--- src/rtl/seg_pkg.sv ---
// Shared constants for the seven-segment scan driver: active-low segment
// patterns ({g,f,e,d,c,b,a}) and lamp bit positions of the yellow lamps.
package seg_pkg;

  localparam logic [6:0] SEG_0    = 7'h40;
  localparam logic [6:0] SEG_1    = 7'h79;
  localparam logic [6:0] SEG_2    = 7'h24;
  localparam logic [6:0] SEG_3    = 7'h30;
  localparam logic [6:0] SEG_4    = 7'h19;
  localparam logic [6:0] SEG_5    = 7'h12;
  localparam logic [6:0] SEG_6    = 7'h02;
  localparam logic [6:0] SEG_7    = 7'h78;
  localparam logic [6:0] SEG_8    = 7'h00;
  localparam logic [6:0] SEG_9    = 7'h10;
  localparam logic [6:0] SEG_DASH = 7'h3F;
  localparam logic [6:0] SEG_OFF  = 7'h7F;

  localparam int YLW_MAIN   = 3;
  localparam int YLW_BRANCH = 0;

endpackage

--- src/rtl/seg_scan_driver_bcd7seg.sv ---
// Combinational BCD to active-low seven-segment decode; non-decimal codes
// show a dash so a corrupted countdown is visible rather than silently wrong.
module bcd7seg
  import seg_pkg::*;
(
  input  logic [3:0] i_bcd,
  output logic [6:0] o_seg
);

  always_comb begin
    o_seg = SEG_DASH;
    case (i_bcd)
      4'd0: o_seg = SEG_0;
      4'd1: o_seg = SEG_1;
      4'd2: o_seg = SEG_2;
      4'd3: o_seg = SEG_3;
      4'd4: o_seg = SEG_4;
      4'd5: o_seg = SEG_5;
      4'd6: o_seg = SEG_6;
      4'd7: o_seg = SEG_7;
      4'd8: o_seg = SEG_8;
      4'd9: o_seg = SEG_9;
      default: o_seg = SEG_DASH;
    endcase
  end

endmodule

--- src/rtl/seg_scan_driver.sv ---
// Two-digit multiplexed seven-segment driver with input synchronizer,
// frame-aligned snapshot, dead time per slot and yellow-lamp blinking.
module seg_scan_driver
  import seg_pkg::*;
#(
  parameter int SCAN_DIV     = 50000,
  parameter int DEAD         = 2,
  parameter int BLINK_FRAMES = 250,
  parameter int LZB          = 1
) (
  input  logic       clk,
  input  logic       rst,
  input  logic [3:0] num0,
  input  logic [3:0] num1,
  input  logic [5:0] LEDR,
  output logic [6:0] seg,
  output logic [1:0] dig
);

  localparam int SW = $clog2(SCAN_DIV);
  localparam int FW = (BLINK_FRAMES > 1) ? $clog2(BLINK_FRAMES) : 1;
  localparam logic [SW-1:0] SLOT_LAST  = SW'(SCAN_DIV - 1);
  localparam logic [SW-1:0] SLOT_LIGHT = SW'(DEAD - 1);
  localparam logic [FW-1:0] FRAME_LAST = FW'(BLINK_FRAMES - 1);

  logic [13:0]   w_in;
  logic [13:0]   r_sync1, r_sync2, r_prev;
  logic [SW-1:0] r_slot;
  logic          r_idx;
  logic [FW-1:0] r_frame;
  logic          r_phase;
  logic [3:0]    r_num0_s, r_num1_s;
  logic          r_ylw_s;

  logic          w_stable, w_slot_wrap, w_frame_start, w_load;
  logic          w_ylw_in, w_ylw_rise, w_blank;
  logic [3:0]    w_digit;
  logic [6:0]    w_seg;

  assign w_in          = {LEDR, num1, num0};
  assign w_stable      = (r_sync2 == r_prev);
  assign w_slot_wrap   = (r_slot == SLOT_LAST);
  assign w_frame_start = w_slot_wrap && r_idx;
  assign w_load        = w_frame_start && w_stable;
  assign w_ylw_in      = r_sync2[8 + YLW_MAIN] | r_sync2[8 + YLW_BRANCH];
  assign w_ylw_rise    = w_load && w_ylw_in && !r_ylw_s;

  // Snapshot and phase are frame-constant, so every slot of a frame agrees.
  assign w_digit = r_idx ? r_num1_s : r_num0_s;
  assign w_blank = ((LZB != 0) && r_idx && (r_num1_s == 4'd0)) || (r_ylw_s && !r_phase);

  bcd7seg u_dec (
    .i_bcd (w_digit),
    .o_seg (w_seg)
  );

  always_ff @(posedge clk or negedge rst) begin
    if (!rst) begin
      r_sync1  <= '0;
      r_sync2  <= '0;
      r_prev   <= '0;
      r_num0_s <= 4'd0;
      r_num1_s <= 4'd0;
      r_ylw_s  <= 1'b0;
    end else begin
      r_sync1 <= w_in;
      r_sync2 <= r_sync1;
      r_prev  <= r_sync2;
      if (w_load) begin
        r_num0_s <= r_sync2[3:0];
        r_num1_s <= r_sync2[7:4];
        r_ylw_s  <= w_ylw_in;
      end
    end
  end

  always_ff @(posedge clk or negedge rst) begin
    if (!rst) begin
      r_slot <= '0;
      r_idx  <= 1'b0;
    end else if (w_slot_wrap) begin
      r_slot <= '0;
      r_idx  <= ~r_idx;
    end else begin
      r_slot <= r_slot + SW'(1);
    end
  end

  // A fresh yellow snapshot restarts the blink so it always opens lit.
  always_ff @(posedge clk or negedge rst) begin
    if (!rst) begin
      r_frame <= '0;
      r_phase <= 1'b1;
    end else if (w_ylw_rise) begin
      r_frame <= '0;
      r_phase <= 1'b1;
    end else if (w_frame_start) begin
      if (r_frame == FRAME_LAST) begin
        r_frame <= '0;
        r_phase <= ~r_phase;
      end else begin
        r_frame <= r_frame + FW'(1);
      end
    end
  end

  always_ff @(posedge clk or negedge rst) begin
    if (!rst) begin
      seg <= SEG_OFF;
      dig <= 2'b11;
    end else if (w_slot_wrap) begin
      seg <= SEG_OFF;
      dig <= 2'b11;
    end else if (r_slot == SLOT_LIGHT) begin
      if (w_blank) begin
        seg <= SEG_OFF;
        dig <= 2'b11;
      end else begin
        seg <= w_seg;
        dig <= r_idx ? 2'b01 : 2'b10;
      end
    end
  end

endmodule

--- config.mk ---
export PLATFORM = sky130hd
export DESIGN_NAME = seg_scan_driver
export DESIGN_NICKNAME = d
export VERILOG_FILES = /design/src/rtl/seg_pkg.sv /design/src/rtl/seg_scan_driver_bcd7seg.sv /design/src/rtl/seg_scan_driver.sv
export SDC_FILE = /design/constraint.sdc
export NUM_CORES = 1
export LEC_CHECK = 0
export BUFFER_PORTS_ARGS = -buffer_cell sky130_fd_sc_hd__buf_2
export CAP_MARGIN = 20
export CORE_ASPECT_RATIO = 0.9
export CORE_MARGIN = 2
export CORE_UTILIZATION = 60
export CTS_BUF_LIST = sky130_fd_sc_hd__clkbuf_4 sky130_fd_sc_hd__clkbuf_8
export CTS_CLUSTER_DIAMETER = 40
export DETAILED_ROUTE_END_ITERATION = 12
export MAX_ROUTING_LAYER = met4
export PLACE_DENSITY = 0.77
export SLEW_MARGIN = 20
export SYNTH_ARGS = -nofsm -noshare
export SYNTH_HDL_FRONTEND = slang
export SYNTH_HIERARCHICAL = 1
export SYNTH_SLANG_ARGS = --single-unit
--- constraint.sdc ---
create_clock -name clk -period 2.9 [get_ports clk]
set_input_delay 0 -clock clk [delete_from_list [all_inputs] [get_ports clk]]
set_output_delay 0 -clock clk [all_outputs]
set_load 0.02 [all_outputs]
Word-level counts from Yosys, hierarchy flattened
Memory sizes are Yosys's and may differ from the RTL's.
Index checks and enable logic that the tools add are counted.
- register bits after elaboration: 86
- bits in latches: 0
- RAM bits: 0
- ROM bits: 112
- input bits: 16
- output and inout port bits: 9
- word-level logic and storage cells: 51
- memories: 1
- $add $sub $neg: 2
- $mul: 0
- divide/modulo/power cells: 0
- order comparisons: 0
- equality and inequality tests: 4
- shifts and indexed selects: 0
- muxes and demuxes: 15
- bitwise logic cells: 3
- reduce and logical (&&, ||, !) cells: 14
- memories (name ; words ; width ; rd ports ; clocked after memory_dff ; wr ports ; line ; text):
    (name not given) ; 16 ; 7 ; 1 ; 0 ; 0 ; seg_scan_driver_bcd7seg.sv:12 ; case (i_bcd)
- operators by type and width (kind ; number):
    2-to-1 mux 8 bit ; 3
    2-to-1 mux 7 bit ; 3
    adder 16 x 1 -> 16 bit, second input constant ; 1
    == test 16 x 1 -> 1 bit, second input constant ; 1
    == test 16 bit, second input constant ; 1
    2-to-1 mux 16 bit ; 1
    == test 14 bit ; 1
    adder 8 x 1 -> 8 bit, second input constant ; 1
    == test 8 bit, second input constant ; 1
    2-to-1 mux 2 bit ; 4
    logical AND 1 bit ; 6
    nonzero test 2 bit ; 3
    zero test 4 bit ; 1
    2-to-1 mux 4 bit ; 1
    2-to-1 mux 1 bit ; 3
    zero test 1 bit ; 2
    NOT 1 bit ; 2
    AND reduction 2 bit ; 1
    logical OR 1 bit ; 1
    OR 1 bit ; 1

Longest topological paths before layout
- depth after elaboration: 7
- mapped depth: 8
- gate-level depth less buffers: 6

Modules after synthesis
Netlist, hierarchy kept.
- by module, submodules not included (module ; times used ; cells each ; area an instance (sq um)):
    seg_scan_driver ; 1 ; 243 ; 3265.6
    bcd7seg ; 1 ; 31 ; 224.0

Worst setup path after synthesis
Ideal clock, no wire load.
- path type: flip-flop to flip-flop
- start: reg r_slot[0]
- end: reg r_num0_s[0]
- arrival: 2.178 ns
- required time: 2.775 ns
- setup slack: 0.597 ns
- stages on the path, launching flop included: 9
- path buffers: 2
- period minus slack after synthesis: 2.303 ns
- cells stage by stage: dfrtp_1 ha_1 nand3_2 or3_1 buf_2 or3_1 buf_2 nor2_4 mux2_2
- longest elaborated chain between the ends: 3
- RTL lines (element ; line ; text):
    from (decl) ; seg_scan_driver.sv:28 ; logic [SW-1:0] r_slot;
    from (signal assigned) ; seg_scan_driver.sv:85 ; r_slot <= r_slot + SW'(1);
    == test 16 bit ; seg_scan_driver.sv:42 ; assign w_slot_wrap = (r_slot == SLOT_LAST);
    logical AND 1 bit ; seg_scan_driver.sv:43 ; assign w_frame_start = w_slot_wrap && r_idx;
    logical AND 1 bit ; seg_scan_driver.sv:44 ; assign w_load = w_frame_start && w_stable;
    to (signal assigned) ; seg_scan_driver.sv:70 ; r_num0_s <= r_sync2[3:0];
    to (decl) ; seg_scan_driver.sv:32 ; logic [3:0] r_num0_s, r_num1_s;
No other way between the ends.
A chain may end at the register's enable or synchronous reset.

Final worst setup path
- start: reg r_slot[0]
- end: reg r_num1_s[0]
- longest elaborated chain between the ends: 3
- RTL lines (element ; line ; text):
    == test 16 bit ; seg_scan_driver.sv:42 ;
    logical AND 1 bit ; seg_scan_driver.sv:43 ;
    logical AND 1 bit ; seg_scan_driver.sv:44 ;
    to (signal assigned) ; seg_scan_driver.sv:71 ; r_num1_s <= r_sync2[7:4];
    to (decl) ; seg_scan_driver.sv:32 ;
No other way between the ends.

==> tab_implementation.tex <==
\begin{tabular}{lr}
\hline
Metric & Value \\
\hline
\multicolumn{2}{l}{\textbf{Placement}} \\
\quad Detailed placer's ending HPWL & roughly 3900 µm \\
\quad Port Buffer Count & 24 \\
\quad Number of cells in the design after placement & 364 \\
\quad Placer's final routability congestion estimate & 0.774 \\
\multicolumn{2}{l}{\textbf{GRT}} \\
\quad Total grt overflow & 0 \\
\quad Wire length of the first global-routing pass & about 10000 µm \\
\quad Largest net degree at the start of global routing & 87 \\
\quad Tot GR Track Use & a little over a fifth \\
\quad Vias in the first global route & 2211 \\
\quad Initial antenna violation count & 0 \\
\multicolumn{2}{l}{\textbf{Synth}} \\
\quad Area fraction in compound gates after synthesis & around 6.8\% \\
\quad Cell count after synthesis & 274 \\
\quad XOR/XNOR share of the synthesized area & 8.03\% \\
\quad Async set-or-reset flop fraction in the synthesized netlist & 100\% \\
\quad Post-synthesis sequential element count & 86 \\
\quad Yosys warning count & 6 \\
\quad Post-synthesis area per instance & approximately 13 µm² \\
\quad Synth Area in Adders & 3.23\% \\
\quad Largest family of logic cells by synthesized area & simple AND/OR/NAND/NOR gates \\
\quad Number of library cell types mapped by synthesis & 46 \\
\quad Sequential fraction of the synthesis area & 62.0\% \\
\quad Simple-Gate Fraction of Synth Area & a little over an eighth \\
\quad Dominant cells by area after synthesis & sky130\_fd\_sc\_hd\_\_dfrtp\_1, sky130\_fd\_sc\_hd\_\_dfstp\_2, sky130\_fd\_sc\_hd\_\_xnor2\_1 \\
\quad Cell type with the highest aggregate area in the netlist & sky130\_fd\_sc\_hd\_\_dfrtp\_1 \\
\quad Number of enable flip-flop cells after synthesis & 0 \\
\quad Synth Net Count & 299 \\
\quad Multiplexer fraction of the synthesized cell area & 4.73\% \\
\quad Area share of the largest cell type after synthesis & a little over half \\
\quad Top\_reg\_cell synth & sky130\_fd\_sc\_hd\_\_dfrtp\_1 \\
\quad Synthesized cell area & about 3500 µm² \\
\multicolumn{2}{l}{\textbf{Power}} \\
\quad Cell-internal power & roughly 0.0016 W \\
\quad Sw Share & $\sim$25\% \\
\quad Fraction of power consumed by combinational cells & 3.3\% \\
\quad Net switching power & 0.000522 W \\
\quad Ratio of total power to cell area & between 500 and 600 nW/µm² \\
\quad Worst voltage drop across the vdd grid & 0.000504 V \\
\quad LEAKAGE & 1.78 nW \\
\quad Clk network pwr share & 38.2\% \\
\quad Sequential share of power & 58.5\% \\
\multicolumn{2}{l}{\textbf{Routing}} \\
\quad Detailed-route wire length per cell & about 15 µm \\
\quad Met2 Routed Length & 2710 µm \\
\quad Total via count in the routed design & 2152 \\
\quad Antenna viol nets, final & 0 \\
\quad DR DRC count & 0 \\
\quad Via density per instance & 5.45 \\
\quad Length of the first detailed-routing pass in iterations & 4 \\
\quad Total Routed Length & 5790 µm \\
\quad Top layer reached by signal wires & met4 \\
\quad Amount of wire on met3 after detailed routing & 270 µm \\
\quad Number of DRC markers after the initial detailed-route iteration & 85 \\
\quad Wire length the detailed router placed on met1 & 2660 µm \\
\multicolumn{2}{l}{\textbf{Setup path}} \\
\quad Arrival time of the worst setup path & 2.79 ns \\
\quad Most used cell, CP & sky130\_fd\_sc\_hd\_\_or3\_1 \\
\quad Cell at the slowest stage of the critical path & sky130\_fd\_sc\_hd\_\_or3\_1 \\
\quad Cell-by-cell trace of the critical path & ha\_1 -> nand3\_2 -> or3\_1 -> or3\_1 -> nor2\_4 -> mux2\_2 \\
\quad Critical path class & register to register \\
\quad Biggest fanout along the worst timing path & 9 \\
\quad Setup crit start kind & register \\
\quad Critical path capture point type & register \\
\quad Required time at the endpoint of the critical path & 3.14 ns \\
\quad Setup crit start & r\_slot[0]\$\_DFF\_PN0\_ \\
\quad Stage delay of the slowest cell on the critical path & about 0.51 ns \\
\quad Worst r2r src & r\_slot[0]\$\_DFF\_PN0\_ \\
\multicolumn{2}{l}{\textbf{Clocking}} \\
\quad Maximum number of buffers from clock root to sink & 2 \\
\quad Clock sinks & 86 \\
\quad Clock slew seen by the registers of the worst setup and hold paths & 0.09 ns \\
\quad TritonCTS buffer count & 9 \\
\quad Post-CTS resize count & 0 \\
\quad Number of levels in the clock H-tree & 3 \\
\quad CTS root buf & sky130\_fd\_sc\_hd\_\_clkbuf\_8 \\
\quad Clock latency on the worst-skew pair & 0.36 ns \\
\quad Hold buffer count at cts & 15 \\
\quad CTS tree & yes \\
\quad Post-CTS setup buffer count & 0 \\
\multicolumn{2}{l}{\textbf{Timing}} \\
\quad Min Tclk post-route & 2.55 ns \\
\quad Final Hold Viols & 0 \\
\quad Relative max-transition margin & 51.2\% \\
\quad Transition time at the pin with the least slew margin & 0.732 ns \\
\quad Final worst path period share & 87.9\% \\
\quad Setup Viol. Count Final & 0 \\
\quad Final clock skew & 0.00831 ns \\
\quad Setup Total Neg Slack & 0 ns \\
\quad Setup repair after global routing missed its margin & no \\
\quad Highest Clock Rate & between 300 and 400 MHz \\
\quad Number of max-slew violations in the final report & 0 \\
\multicolumn{2}{l}{\textbf{Cells and area}} \\
\quad Area grow syn2layout & 15.6\% \\
\quad Non-Filler Instances & 395 \\
\quad Total Nets Final & 345 \\
\quad Ratio of cells with drive above 1 in the final layout & 20.9\% \\
\quad Antenna cells & 0 \\
\multicolumn{2}{l}{\textbf{Die}} \\
\quad Horizontal die dimension & 84.4 µm \\
\quad Placeable core region & 5660 µm² \\
\quad Die area & 6440 µm² \\
\quad Starting density of the core & 61.6\% \\
\quad I/O Pins & 25 \\
\quad Std-Cell Rows & 26 \\
\quad Vertical extent of the die & 76.4 µm \\
\multicolumn{2}{l}{\textbf{Status}} \\
\quad Status & finished, final reports clean \\
\multicolumn{2}{l}{\textbf{Run}} \\
\quad Reported max-cap violation count & 0 \\
\multicolumn{2}{l}{\textbf{Hold path}} \\
\quad Hold Crit Class & input pin to asynchronous set/reset pin \\
\hline
\end{tabular}
[metrics by stage]
step           power (W)  hold slack, ns  setup WS, ns  cell area (µm²)  utilization (%)
2_1_floorplan    0.00128          -0.296         0.597             3490                -
3_3_place_gp     0.00132           0.107         0.502             3680             65.0
3_5_place_dp     0.00133           0.109         0.378             3680             65.0
4_1_cts          0.00216           0.251         0.356             4030             71.2
5_1_grt          0.00223           0.245         0.229             4030             71.2
6_report         0.00213           0.231         0.351             4030             71.2
[power by group through the flow]
| stage | sequential (W) | clock [W] | combinational (W) |
|---|---|---|---|
| detailed placement | 0.00127 | 0 | 0.0000562 |
| floorplan | 0.00126 | 0 | 0.0000204 |
| CTS | 0.00125 | 0.000845 | 0.0000717 |
| global placement | 0.00127 | 0 | 0.0000545 |
| global route | 0.00125 | 0.000897 | 0.0000803 |
| finish | 0.00125 | 0.000813 | 0.0000700 |
[registers in the layout, summed over array words and instances, names as in the netlist]
signal,cells
r_frame,8
r_sync2,14
r_prev,14
r_phase,1
r_sync1,14
r_ylw_s,1
r_idx,1
seg,7
r_num1_s,4
dig,2
r_slot,16
r_num0_s,4
[critical path, delay by kind of cell (launching register included)]
family	cells	cell delay, ns
mux	1	0.38
simple gates	4	1.40
flops	1	0.40
fa+ha+maj	1	0.26
[path summary, 6_finish.rpt]
kind | end | slack [ns] | cells after the start
max in group asynchronous | r_num0_s[3]$_DFFE_PN0P_ | 2.16 | 2
worst max-delay path | r_num1_s[0]$_DFFE_PN0P_ | 0.35 | 6
worst min register to register | r_sync2[12]$_DFF_PN0_ | 0.35 | 0
min in group clk | r_sync1[7]$_DFF_PN0_ | 0.27 | 2
worst min-delay path | r_prev[12]$_DFF_PN0_ | 0.23 | 2
worst max register to register | r_num1_s[0]$_DFFE_PN0P_ | 0.35 | 6
[area by class of cell]
cell class                      instances  area, µm²
Fill cell                             394       1630
Clock inverter                          7       73.8
Tap cell                               70       87.6
Multi-Input combinational cell        172       1250
Clock buffer                            9        124
Timing Repair Buffer                   41        292
Sequential cell                        86       2160
Inverter                               10       37.5
[layer usage]
metal	up-vias	GRT usage, %
met4	0	9.21
met1	1042	27.1
met2	49	31.0
li1	1047	-
met5	-	-
met3	14	7.69
[cells by family (layout without fill, tap and decap cells)]
| logic type | Yosys count | count (layout) |
|---|---|---|
| AND/OR/NAND/NOR | 82 | 82 |
| XOR/XNOR | 32 | 32 |
| multiplexers | 15 | 15 |
| AO/OA/AOI/OAI | 34 | 34 |
| buffers and inverters | 16 | 67 |
| adder cells (fa/ha/maj) | 9 | 9 |
| flip-flops | 86 | 86 |
[cells in the mapped netlist, types with 3 or more instances]
cell type                  number
sky130_fd_sc_hd__buf_2          3
sky130_fd_sc_hd__inv_1         10
sky130_fd_sc_hd__xor2_1         7
sky130_fd_sc_hd__o31ai_1        4
sky130_fd_sc_hd__o22a_1         9
sky130_fd_sc_hd__a21oi_1       10
sky130_fd_sc_hd__o21ai_0        3
sky130_fd_sc_hd__ha_1           9
sky130_fd_sc_hd__dfstp_2       10
sky130_fd_sc_hd__or3_1          4
sky130_fd_sc_hd__nand2b_1       3
sky130_fd_sc_hd__dfrtp_1       76
sky130_fd_sc_hd__nand2_1       11
sky130_fd_sc_hd__xnor2_1       25
sky130_fd_sc_hd__nor4_1         5
sky130_fd_sc_hd__mux2_2        12
sky130_fd_sc_hd__mux2i_1        3
sky130_fd_sc_hd__nand3_1        7
sky130_fd_sc_hd__nor2_1        16
sky130_fd_sc_hd__nand4_1        8
sky130_fd_sc_hd__nor3_1         8
[cell usage in the layout, fill, tap and decap left out, types with 2 or more instances in the layout]
| master | netlist | layout |
|---|---|---|
| sky130_fd_sc_hd__dfrtp_1 | 76 | 76 |
| sky130_fd_sc_hd__xnor2_1 | 25 | 25 |
| sky130_fd_sc_hd__buf_2 | 3 | 23 |
| sky130_fd_sc_hd__nor2_1 | 16 | 16 |
| sky130_fd_sc_hd__dlygate4sd3_1 | 0 | 15 |
| sky130_fd_sc_hd__mux2_2 | 12 | 12 |
| sky130_fd_sc_hd__nand2_1 | 11 | 11 |
| sky130_fd_sc_hd__a21oi_1 | 10 | 10 |
| sky130_fd_sc_hd__inv_1 | 10 | 10 |
| sky130_fd_sc_hd__dfstp_2 | 10 | 10 |
| sky130_fd_sc_hd__o22a_1 | 9 | 9 |
| sky130_fd_sc_hd__ha_1 | 9 | 9 |
| sky130_fd_sc_hd__clkbuf_8 | 0 | 9 |
| sky130_fd_sc_hd__nand4_1 | 8 | 8 |
| sky130_fd_sc_hd__nor3_1 | 8 | 8 |
| sky130_fd_sc_hd__nand3_1 | 7 | 7 |
| sky130_fd_sc_hd__xor2_1 | 7 | 7 |
| sky130_fd_sc_hd__nor4_1 | 5 | 5 |
| sky130_fd_sc_hd__or3_1 | 4 | 4 |
| sky130_fd_sc_hd__o31ai_1 | 4 | 4 |
| sky130_fd_sc_hd__inv_6 | 0 | 4 |
| sky130_fd_sc_hd__o21ai_0 | 3 | 3 |
| sky130_fd_sc_hd__nand2b_1 | 3 | 3 |
| sky130_fd_sc_hd__mux2i_1 | 3 | 3 |
| sky130_fd_sc_hd__and3_1 | 2 | 2 |
| sky130_fd_sc_hd__or4_1 | 2 | 2 |
| sky130_fd_sc_hd__o2bb2ai_1 | 2 | 2 |
| sky130_fd_sc_hd__inv_8 | 0 | 2 |
| sky130_fd_sc_hd__buf_4 | 0 | 2 |
| sky130_fd_sc_hd__nor3b_1 | 2 | 2 |
| sky130_fd_sc_hd__and3b_1 | 2 | 2 |
(Power assumes the default switching activity.)
